## src/rtl/hazard_ctrl_if.sv

```systemverilog
// Hazard-control bundle: ID/EX hazard inputs, memory handshake and the
// pipeline enable/bubble/flush/freeze controls driven back to the datapath.
// The datapath side uses the master modport, the sequencer the slave modport.
interface hazard_ctrl_if;
  logic [4:0] IF_ID_Rs_i;
  logic [4:0] IF_ID_Rt_i;
  logic       ID_branch_i;
  logic       ID_branch_taken_i;
  logic       ID_jump_i;
  logic       ID_EX_MemRead_i;
  logic       ID_EX_RegWrite_i;
  logic [4:0] ID_EX_Rd_i;
  logic       EX_MEM_MemReq_i;
  logic       mem_ack_i;
  logic       pc_write_o;
  logic       IF_ID_write_o;
  logic       IF_ID_flush_o;
  logic       ID_EX_bubble_o;
  logic       pipe_freeze_o;
  logic       mem_timeout_o;
  logic [1:0] state_o;

  modport master (
    output IF_ID_Rs_i, IF_ID_Rt_i, ID_branch_i, ID_branch_taken_i, ID_jump_i,
           ID_EX_MemRead_i, ID_EX_RegWrite_i, ID_EX_Rd_i, EX_MEM_MemReq_i, mem_ack_i,
    input  pc_write_o, IF_ID_write_o, IF_ID_flush_o, ID_EX_bubble_o,
           pipe_freeze_o, mem_timeout_o, state_o
  );

  modport slave (
    input  IF_ID_Rs_i, IF_ID_Rt_i, ID_branch_i, ID_branch_taken_i, ID_jump_i,
           ID_EX_MemRead_i, ID_EX_RegWrite_i, ID_EX_Rd_i, EX_MEM_MemReq_i, mem_ack_i,
    output pc_write_o, IF_ID_write_o, IF_ID_flush_o, ID_EX_bubble_o,
           pipe_freeze_o, mem_timeout_o, state_o
  );
endinterface

```

## src/rtl/hazard_ctrl.sv

```systemverilog
// Stall/flush/freeze sequencer for the 5-stage MIPS pipeline.
// Handles load-use and branch-operand stalls, taken-branch/jump flushes,
// and freezes the whole pipeline while a data-memory access is pending,
// halting if the access never completes.
// Optional macro HAZARD_PERF_CNT_EN adds saturating stall/flush counters.
module hazard_ctrl #(
  parameter int TIMEOUT_CYCLES = 255,
  parameter int WAIT_W         = 8,
  parameter int PERF_W         = 32
) (
  input  logic              clk_i,
  input  logic              rst_i,
  hazard_ctrl_if.slave      hif
`ifdef HAZARD_PERF_CNT_EN
  ,
  output logic [PERF_W-1:0] stall_cnt_o,
  output logic [PERF_W-1:0] flush_cnt_o
`endif
);

  typedef enum logic [1:0] {
    RUN      = 2'b00,
    MEM_WAIT = 2'b01,
    STALL2   = 2'b10,
    HALT     = 2'b11
  } state_t;

  state_t            state_q, state_d;
  state_t            ret_q, ret_d;
  state_t            eval_st;
  logic [WAIT_W-1:0] wait_q, wait_d;
  logic              timeout_q, timeout_d;

  logic match, load_use, br_dep, mem_hold, hold;
  logic pc_write, if_id_write, flush, bubble, freeze;

  // Hazard terms; register $0 never creates a dependency.
  assign match    = (hif.ID_EX_Rd_i != 5'd0) &&
                    ((hif.IF_ID_Rs_i == hif.ID_EX_Rd_i) || (hif.IF_ID_Rt_i == hif.ID_EX_Rd_i));
  assign load_use = hif.ID_EX_MemRead_i & match;
  assign br_dep   = hif.ID_branch_i & hif.ID_EX_RegWrite_i & ~hif.ID_EX_MemRead_i & match;
  assign mem_hold = hif.EX_MEM_MemReq_i & ~hif.mem_ack_i;

  // State register, return state, wait counter and sticky timeout flag.
  always_ff @(posedge clk_i or posedge rst_i) begin
    if (rst_i) begin
      state_q   <= RUN;
      ret_q     <= RUN;
      wait_q    <= '0;
      timeout_q <= 1'b0;
    end else begin
      state_q   <= state_d;
      ret_q     <= ret_d;
      wait_q    <= wait_d;
      timeout_q <= timeout_d;
    end
  end

  // Next state and Mealy controls. An ack in MEM_WAIT re-evaluates the
  // saved return state as if no memory hold were present, so the pipeline
  // advances in the ack cycle itself.
  always_comb begin
    state_d     = state_q;
    ret_d       = ret_q;
    wait_d      = wait_q;
    timeout_d   = timeout_q;
    pc_write    = 1'b1;
    if_id_write = 1'b1;
    flush       = 1'b0;
    bubble      = 1'b0;
    freeze      = 1'b0;
    eval_st     = state_q;
    hold        = mem_hold;

    if (state_q == MEM_WAIT && hif.mem_ack_i) begin
      eval_st = ret_q;
      hold    = 1'b0;
      wait_d  = '0;
    end

    case (eval_st)
      RUN: begin
        state_d = RUN;
        if (hold) begin
          pc_write    = 1'b0;
          if_id_write = 1'b0;
          freeze      = 1'b1;
          ret_d       = RUN;
          state_d     = MEM_WAIT;
          wait_d      = WAIT_W'(1);
        end else if (load_use || br_dep) begin
          pc_write    = 1'b0;
          if_id_write = 1'b0;
          bubble      = 1'b1;
          if (load_use && hif.ID_branch_i) state_d = STALL2;
        end else if ((hif.ID_branch_i && hif.ID_branch_taken_i) || hif.ID_jump_i) begin
          flush = 1'b1;
        end
      end
      STALL2: begin
        pc_write    = 1'b0;
        if_id_write = 1'b0;
        if (hold) begin
          freeze  = 1'b1;
          ret_d   = STALL2;
          state_d = MEM_WAIT;
          wait_d  = WAIT_W'(1);
        end else begin
          bubble  = 1'b1;
          state_d = RUN;
        end
      end
      MEM_WAIT: begin
        pc_write    = 1'b0;
        if_id_write = 1'b0;
        freeze      = 1'b1;
        wait_d      = wait_q + 1'b1;
        if (wait_q == WAIT_W'(TIMEOUT_CYCLES)) begin
          state_d   = HALT;
          timeout_d = 1'b1;
        end
      end
      default: begin
        pc_write    = 1'b0;
        if_id_write = 1'b0;
        freeze      = 1'b1;
      end
    endcase
  end

  // While reset is held the datapath sees the free-running control set.
  assign hif.pc_write_o     = rst_i | pc_write;
  assign hif.IF_ID_write_o  = rst_i | if_id_write;
  assign hif.IF_ID_flush_o  = ~rst_i & flush;
  assign hif.ID_EX_bubble_o = ~rst_i & bubble;
  assign hif.pipe_freeze_o  = ~rst_i & freeze;
  assign hif.mem_timeout_o  = ~rst_i & timeout_q;
  assign hif.state_o        = rst_i ? 2'b00 : state_q;

`ifdef HAZARD_PERF_CNT_EN
  logic [PERF_W-1:0] stall_cnt_q, stall_cnt_d;
  logic [PERF_W-1:0] flush_cnt_q, flush_cnt_d;

  // Saturating counters of stalled (non-HALT) cycles and flush cycles.
  always_comb begin
    stall_cnt_d = stall_cnt_q;
    flush_cnt_d = flush_cnt_q;
    if (!hif.pc_write_o && state_q != HALT && stall_cnt_q != '1) stall_cnt_d = stall_cnt_q + 1'b1;
    if (hif.IF_ID_flush_o && flush_cnt_q != '1) flush_cnt_d = flush_cnt_q + 1'b1;
  end

  // Counter registers.
  always_ff @(posedge clk_i or posedge rst_i) begin
    if (rst_i) begin
      stall_cnt_q <= '0;
      flush_cnt_q <= '0;
    end else begin
      stall_cnt_q <= stall_cnt_d;
      flush_cnt_q <= flush_cnt_d;
    end
  end

  assign stall_cnt_o = stall_cnt_q;
  assign flush_cnt_o = flush_cnt_q;
`endif

endmodule
```

## src/flat_wrapper.sv

```systemverilog
// flat-port wrapper written by rule: the top's interface ports become plain ports
module hazard_ctrl_flat 
#(
  parameter int TIMEOUT_CYCLES = 255,
  parameter int WAIT_W         = 8,
  parameter int PERF_W         = 32
)
  (clk_i, rst_i, hif_IF_ID_Rs_i, hif_IF_ID_Rt_i, hif_ID_branch_i, hif_ID_branch_taken_i, hif_ID_jump_i, hif_ID_EX_MemRead_i, hif_ID_EX_RegWrite_i, hif_ID_EX_Rd_i, hif_EX_MEM_MemReq_i, hif_mem_ack_i, hif_pc_write_o, hif_IF_ID_write_o, hif_IF_ID_flush_o, hif_ID_EX_bubble_o, hif_pipe_freeze_o, hif_mem_timeout_o, hif_state_o);
  hazard_ctrl_if hif_i ();
  input  logic clk_i;
  input  logic rst_i;
  input wire logic [$bits(hif_i.IF_ID_Rs_i)-1:0] hif_IF_ID_Rs_i;
  input wire logic [$bits(hif_i.IF_ID_Rt_i)-1:0] hif_IF_ID_Rt_i;
  input wire logic [$bits(hif_i.ID_branch_i)-1:0] hif_ID_branch_i;
  input wire logic [$bits(hif_i.ID_branch_taken_i)-1:0] hif_ID_branch_taken_i;
  input wire logic [$bits(hif_i.ID_jump_i)-1:0] hif_ID_jump_i;
  input wire logic [$bits(hif_i.ID_EX_MemRead_i)-1:0] hif_ID_EX_MemRead_i;
  input wire logic [$bits(hif_i.ID_EX_RegWrite_i)-1:0] hif_ID_EX_RegWrite_i;
  input wire logic [$bits(hif_i.ID_EX_Rd_i)-1:0] hif_ID_EX_Rd_i;
  input wire logic [$bits(hif_i.EX_MEM_MemReq_i)-1:0] hif_EX_MEM_MemReq_i;
  input wire logic [$bits(hif_i.mem_ack_i)-1:0] hif_mem_ack_i;
  output wire logic [$bits(hif_i.pc_write_o)-1:0] hif_pc_write_o;
  output wire logic [$bits(hif_i.IF_ID_write_o)-1:0] hif_IF_ID_write_o;
  output wire logic [$bits(hif_i.IF_ID_flush_o)-1:0] hif_IF_ID_flush_o;
  output wire logic [$bits(hif_i.ID_EX_bubble_o)-1:0] hif_ID_EX_bubble_o;
  output wire logic [$bits(hif_i.pipe_freeze_o)-1:0] hif_pipe_freeze_o;
  output wire logic [$bits(hif_i.mem_timeout_o)-1:0] hif_mem_timeout_o;
  output wire logic [$bits(hif_i.state_o)-1:0] hif_state_o;
  assign hif_i.IF_ID_Rs_i = hif_IF_ID_Rs_i;
  assign hif_i.IF_ID_Rt_i = hif_IF_ID_Rt_i;
  assign hif_i.ID_branch_i = hif_ID_branch_i;
  assign hif_i.ID_branch_taken_i = hif_ID_branch_taken_i;
  assign hif_i.ID_jump_i = hif_ID_jump_i;
  assign hif_i.ID_EX_MemRead_i = hif_ID_EX_MemRead_i;
  assign hif_i.ID_EX_RegWrite_i = hif_ID_EX_RegWrite_i;
  assign hif_i.ID_EX_Rd_i = hif_ID_EX_Rd_i;
  assign hif_i.EX_MEM_MemReq_i = hif_EX_MEM_MemReq_i;
  assign hif_i.mem_ack_i = hif_mem_ack_i;
  assign hif_pc_write_o = hif_i.pc_write_o;
  assign hif_IF_ID_write_o = hif_i.IF_ID_write_o;
  assign hif_IF_ID_flush_o = hif_i.IF_ID_flush_o;
  assign hif_ID_EX_bubble_o = hif_i.ID_EX_bubble_o;
  assign hif_pipe_freeze_o = hif_i.pipe_freeze_o;
  assign hif_mem_timeout_o = hif_i.mem_timeout_o;
  assign hif_state_o = hif_i.state_o;
  hazard_ctrl #(.TIMEOUT_CYCLES(TIMEOUT_CYCLES), .WAIT_W(WAIT_W), .PERF_W(PERF_W)) u_core (.clk_i(clk_i), .rst_i(rst_i), .hif(hif_i));
endmodule
```

## config.mk

```make
export PLATFORM = sky130hd
export DESIGN_NAME = hazard_ctrl_flat
export DESIGN_NICKNAME = d
export VERILOG_FILES = /design/src/rtl/hazard_ctrl_if.sv /design/src/rtl/hazard_ctrl.sv /design/src/flat_wrapper.sv
export SDC_FILE = /design/constraint.sdc
export NUM_CORES = 1
export LEC_CHECK = 0
export CAP_MARGIN = 20
export CORE_MARGIN = 10
export CORE_UTILIZATION = 48
export CTS_CLUSTER_DIAMETER = 150
export DETAILED_ROUTE_END_ITERATION = 8
export PLACE_DENSITY = 0.83
export SLEW_MARGIN = 0
export SYNTH_ARGS = -nofsm -noshare
export SYNTH_HDL_FRONTEND = slang
export SYNTH_SLANG_ARGS = --single-unit
```

## constraint.sdc

```tcl
create_clock -name clk_i -period 3.3 [get_ports clk_i]
set_input_delay 0.66 -clock clk_i [delete_from_list [all_inputs] [get_ports clk_i]]
set_output_delay 0.66 -clock clk_i [all_outputs]
set_load 0.005 [all_outputs]
```

== Word-level counts from Yosys, hierarchy flattened ==
Cells that the tools add are included.

* Multipliers: 0
* Order comparisons: 0
* Add/subtract/negate cells: 1
* Eq/ne operators: 9
* Shifts and indexed selects: 0
* Divide/modulo/power cells: 0
* Multiplexer cells: 28
* Bitwise gates (word level): 13
* Reduce and logical (&&, ||, !) cells: 15

{| class="wikitable"
|+ Operators with widths
! operator !! count
|-
| 2-bit two-way mux || 8
|-
| 8-bit two-way mux || 2
|-
| 8-bit one-hot mux with 2 select lines || 1
|-
| 1-bit two-way mux || 14
|-
| 5-bit equality test || 2
|-
| 1-bit bitwise AND || 9
|-
| 8-bit by 1-bit adder with 8-bit output, second input constant || 1
|-
| 8-bit equality test, second input constant || 1
|-
| 2-bit by 1-bit != test with 1-bit output, second input constant || 3
|-
| 2-bit one-hot mux with 3 select lines || 1
|-
| 5-bit nonzero test || 1
|-
| 2-bit by 1-bit equality test with 1-bit output, second input constant || 2
|-
| 1-bit logical AND || 4
|-
| 2-bit one-hot mux with 2 select lines || 1
|-
| 2-bit AND reduction || 2
|-
| 1-bit logical OR || 3
|-
| 1-bit inverter || 3
|-
| 3-bit AND reduction || 1
|-
| 3-bit nonzero test || 1
|-
| 2-bit equality test, second input constant || 1
|-
| 2-bit logical NOT || 1
|-
| 1-bit one-hot mux with 2 select lines || 1
|-
| 2-bit nonzero test || 1
|-
| 2-bit OR reduction || 1
|-
| 1-bit bitwise OR || 1
|}

* Output and inout bits: 8
* Bits in registers: 13
* Memory bits (writable): 0
* Input port bits: 24
* Memory bits (read-only): 0
* Memories kept: 0
* Logic and storage cells: 70
* Latch bits: 0

== Longest topological paths before layout ==
* Depth after elaboration: 9
* Mapped depth: 10
* Depth with buffers taken out: 9

== Worst setup path after synthesis ==
No wires, ideal clock.

* Path type: input port to output port
* Start: input port hif_ID_EX_Rd_i[0]
* End: output port hif_pc_write_o
* Cell stages on the path: 5
* Slack: 906 ps
* Data arrival time: 1734 ps
* Required time: 2640 ps
* Path buffers: 1
* Path through: or4_4 -> nor2_4 -> nor2_2 -> a31oi_1 -> buf_4

* Longest elaborated chain between the ends: 9
* Elaborated cells on any way between the ends: 12
* Those cells by class: eq/ne: 2; mux: 3; bitwise: 3; reduce/logical: 4

{| class="wikitable"
|+ RTL lines
! element !! RTL line !! RTL
|-
| start, declared || flat_wrapper.sv:19 || <nowiki>input wire logic [$bits(hif_i.ID_EX_Rd_i)-1:0] hif_ID_EX_Rd_i;</nowiki>
|-
| 5-bit equality test || hazard_ctrl.sv:39 || <nowiki>((hif.IF_ID_Rs_i == hif.ID_EX_Rd_i) || (hif.IF_ID_Rt_i == hif.ID_EX_Rd_i));</nowiki>
|-
| 1-bit logical OR || hazard_ctrl.sv:39 ||
|-
| 1-bit logical AND * || hazard_ctrl.sv:38 || <nowiki>assign match = (hif.ID_EX_Rd_i != 5'd0) &&</nowiki>
|-
| 1-bit bitwise AND, on equally long branches || hazard_ctrl.sv:40, hazard_ctrl.sv:41 ||
|-
| 1-bit logical OR * || hazard_ctrl.sv:91 || <nowiki>end else if (load_use || br_dep) begin</nowiki>
|-
| 1-bit two-way mux * (3 in a row) || -- ||
|-
| 1-bit bitwise OR * || -- ||
|-
| end, declared || flat_wrapper.sv:22 || <nowiki>output wire logic [$bits(hif_i.pc_write_o)-1:0] hif_pc_write_o;</nowiki>
|}

Mark *: on every way between the ends. The rest lies on a longest branch, timed or not.

== Final worst setup path ==
* Start: input port hif_ID_EX_Rd_i[0]
* End: output port hif_pc_write_o

* Longest elaborated chain between the ends: 9
* Elaborated cells on any way between the ends: 12
* Those cells by class: eq/ne: 2; mux: 3; bitwise: 3; reduce/logical: 4

{| class="wikitable"
|+ RTL lines
! element !! RTL line !! RTL
|-
| 5-bit equality test || hazard_ctrl.sv:39 ||
|-
| 1-bit logical OR || hazard_ctrl.sv:39 ||
|-
| 1-bit logical AND * || hazard_ctrl.sv:38 ||
|-
| 1-bit bitwise AND, on equally long branches || hazard_ctrl.sv:40, hazard_ctrl.sv:41 ||
|-
| 1-bit logical OR * || hazard_ctrl.sv:91 ||
|-
| 1-bit two-way mux * || hazard_ctrl.sv:91 ||
|-
| 1-bit two-way mux * || hazard_ctrl.sv:84 || <nowiki>if (hold) begin</nowiki>
|-
| 1-bit two-way mux * || hazard_ctrl.sv:81 || <nowiki>case (eval_st)</nowiki>
|-
| 1-bit bitwise OR * || hazard_ctrl.sv:132 || <nowiki>assign hif.pc_write_o = rst_i | pc_write;</nowiki>
|}

Marks and branches as above.

==> summary.md <==
| Metric | Value |
|---|---|
| Area contributors post-synth | dfrtp_1 (32%), xor2_1 (7.5%), a21oi_1 (5.9%), ha_1 (5.4%), o21ai_0 (4.3%) |
| # H-tree levels | 1 |
| Clock Sinks | 12 |
| CP Cell Sequence | clkdlybuf4s50_1, buf_4, xor2_1, nor3_2, a32oi_2, nor2_4, a31oi_2, clkdlybuf4s50_1 |
| CTS tree | done |
| Vias after detailed routing | 979 |
| CP required | around 2.6 ns |
| Tcrit/Tclk final | about 100% |
| Core box area | roughly 0.0018 sq mm |
| Largest net degree at the start of global routing | 13 |
| Hold endpoint | u_core.timeout_q |
| Global-route usage over all layers | 13.2% |
| Drt total wl | 2850 um |
| Sequential share of the synthesized area | between 30% and 40% |
| RSZ-0062 raised after global routing | yes |
| CP Launch Type | input pin |
| Clk Latency, worst-skew pair | ~0.27 ns |
| NumNets Final | between 150 and 200 |
| Biggest area consumer among synthesized cells | dfrtp_1 |
| Hold Vio Cnt, Final | 0 |
| Status | completed |
| Synth top area share | roughly 32% |
| Peak supply drop | 0.461 mV |
| Final instance count without filler cells | between 150 and 200 |
| Synthesized flop and latch total | 12 |
| Netlist Area Pre-Place | a little over 900 sq um |
| Antenna violations before repair | 0 |
| Layout cell share with drive strength beyond 1 | 14.3% |
| DRC Markers | 0 |
| Actual slew at the worst max-slew pin | just under 0.8 ns |
| CP max stage delay | between 0.5 and 0.6 ns |
| Slew HR | about 48% |
| Crit. End Element | output pin |
| Most common cell after layout, fill and taps aside | clkdlybuf4s50_1 |
| Diodes inserted | 0 |
| Worst EP arrival | roughly 2.6 ns |
| Max_cap viols | 0 |
| Routed Antenna Nets | 0 |
| Min-delay src | u_core.timeout_q |
| Buf/Inv on CP | 3 |
| DIE AREA | 0.00411 sq mm |
| 1st-iter DRT viols | 35 |
| P&R area growth vs syn | 46.9% |
| Worst Hold Depth | 1 |
| Syn Nets | 136 |
| Pwr Density | approximately 500 mW/mm^2 |
| Cell variety after synth | 33 |
| Root buf cell | clkbuf_4 |
| I/O Pins | 32 |
| Drt wl/cell | 16.6 um |
| RR Startpoint | u_core.state_q[1] |
| Hold Crit Class | register to register |
| Final setup fails | 0 |
| Core Rows | 15 |
| Slew Viols, Final | 0 |
| Die height | approximately 64 um |
| CTS clk-pin slew, worst paths | around 0.070 ns |
| Post-DP HPWL | roughly 2100 um |
| CP max stage cell | clkdlybuf4s50_1 |
| Routability cong. | a little over 0.8 |
| Setup_tns | 0 ns |
| Leakage | between 0.5 and 0.6 nW |
| YS warnings | 0 |
| Crit-path leading delay family | buffers and inverters |
| Die width | 64.1 um |
| CTS Buf Count | 3 |
| Cell mode on critical path | clkdlybuf4s50_1 |
| DP Worst Slack | -0.0290 ns |
| Worst setup margin | around 0.0081 ns |
| Reg2Reg Setup Slack | around 1.3 ns |
| Placed Instances | 169 |
| Fmax | slightly above 300 MHz |
| Hold_buf cts | 0 |
| Vias in the first global route | approximately 940 |
| Most frequent cells in the layout | clkdlybuf4s50_1 (28), dfrtp_1 (12), a21oi_1 (11) |
| Critical path class | input pin to output pin |
| Crit Path Max Fanout | 3 |
| Syn_area_per_cell | approximately 8.6 sq um |
| FF-to-FF path depth | 7 |
| Port buffer count | 31 |
| R2R Path End | u_core.wait_q[7] |
| CTS max path bufs | 2 |
| Cell count after synthesis | between 100 and 150 |
| Starting Density | 52.4% |
| DRT Pass-1 Iters | 4 |
| Drt via density | 5.69 |
| Clock Skew | 0.00118 ns |
| First-pass GRT wire length | 4550 um |
| Tmin final | 3.29 ns |
| GR Overflow Total | 0 |
timing repair:
item,in CTS,in global routing
buffers inserted,0,0
gates resized for setup,1,7
gates cloned,0,0
setup endpoints to repair,1,3
state kept, by name (all words and copies together), names as in the netlist:
register,cells
u_core.wait_q,8
u_core.state_q,2
u_core.ret_q,1
u_core.timeout_q,1
area by class of cell:
type / count / area (sq um)
multi-input combinational: 89 / 632
fill: 130 / 412
timing repair buffer: 38 / 367
sequential: 12 / 300
tap: 25 / 31.3
clock buffer: 3 / 22.5
inverter: 5 / 18.8
worst max path at each step:
| stage | from | depth (start not counted) | to | slack, ns |
|---|---|---|---|---|
| after global placement | hif_ID_EX_Rd_i[2] | 6 | hif_IF_ID_flush_o | -0.006 |
| after floorplan | hif_ID_EX_Rd_i[0] | 5 | hif_pc_write_o | 0.91 |
| after detailed placement | hif_ID_EX_Rd_i[2] | 6 | hif_IF_ID_flush_o | -0.03 |
| after global routing | hif_ID_EX_Rd_i[0] | 8 | hif_pc_write_o | -0.07 |
| after CTS | hif_mem_ack_i | 8 | hif_ID_EX_bubble_o | 0.0009 |
| final | hif_ID_EX_Rd_i[0] | 8 | hif_pc_write_o | 0.008 |
synthesized netlist by cell type, drive strengths merged:
library cell and n:
a31oi 1, a21oi 11, nor3 5, inv 5, mux2 1, xnor2 2, nor2 12, nor2b 4
o21a 1, clkbuf 1, dfrtp 12, or4 1, or2 1, ha 4, o32a 1, a21o 1
o21ai 9, a32oi 1, nor3b 2, nand3 6, and3 3, a2111oi 1, buf 1, nand4 3
a22o 2, a32o 1, o31ai 2, o41ai 1, xor2 8, nand2 5
where the power goes:
part	switching (W)	total (W)	internal [W]	leakage (nW)
logic	0.000194	0.000373	0.000179	0.417
clock network	0.0000458	0.0000881	0.0000422	0.0138
registers	0.0000500	0.000228	0.000178	0.161
total	0.000289	0.000689	0.000400	0.592
metal layers:
layer,vias to the layer above,global-route usage [%],routed length [um]
met5,-,0,0
met4,0,4.01,36
met3,7,1.92,110
met2,34,22.6,1400
met1,460,16.6,1310
li1,478,-,-
kinds of logic after synthesis:
| logic type | share of synthesized area, % |
|---|---|
| compound gates | 24.7 |
| xor+xnor | 9.38 |
| fa+ha+maj | 5.36 |
| buf+inv | 3.22 |
| flops | 32.2 |
| mux | 1.21 |
| simple gates | 24.0 |
metrics by stage:
stage | cell area, sq um | power (W) | util, % | hold WS, ns
after floorplan | 933 | 0.000442 | - | 0.431
after global routing | 1370 | 0.000740 | 76.9 | 0.496
after detailed placement | 1320 | 0.000582 | 73.8 | 0.449
final | 1370 | 0.000689 | 76.9 | 0.461
after CTS | 1340 | 0.000671 | 75.0 | 0.464
after global placement | 1320 | 0.000571 | 73.8 | 0.447
worst reg2reg max path, cell delays in order, from the launching register on:
cell and delay, ns:
dfrtp_1 0.48, o21ai_4 0.25, inv_1 0.11, ha_1 0.33, nand2_1 0.28, nor2_1 0.10, o21ai_0 0.22, o41ai_1 0.12
Power figures use the tool's default switching activity.
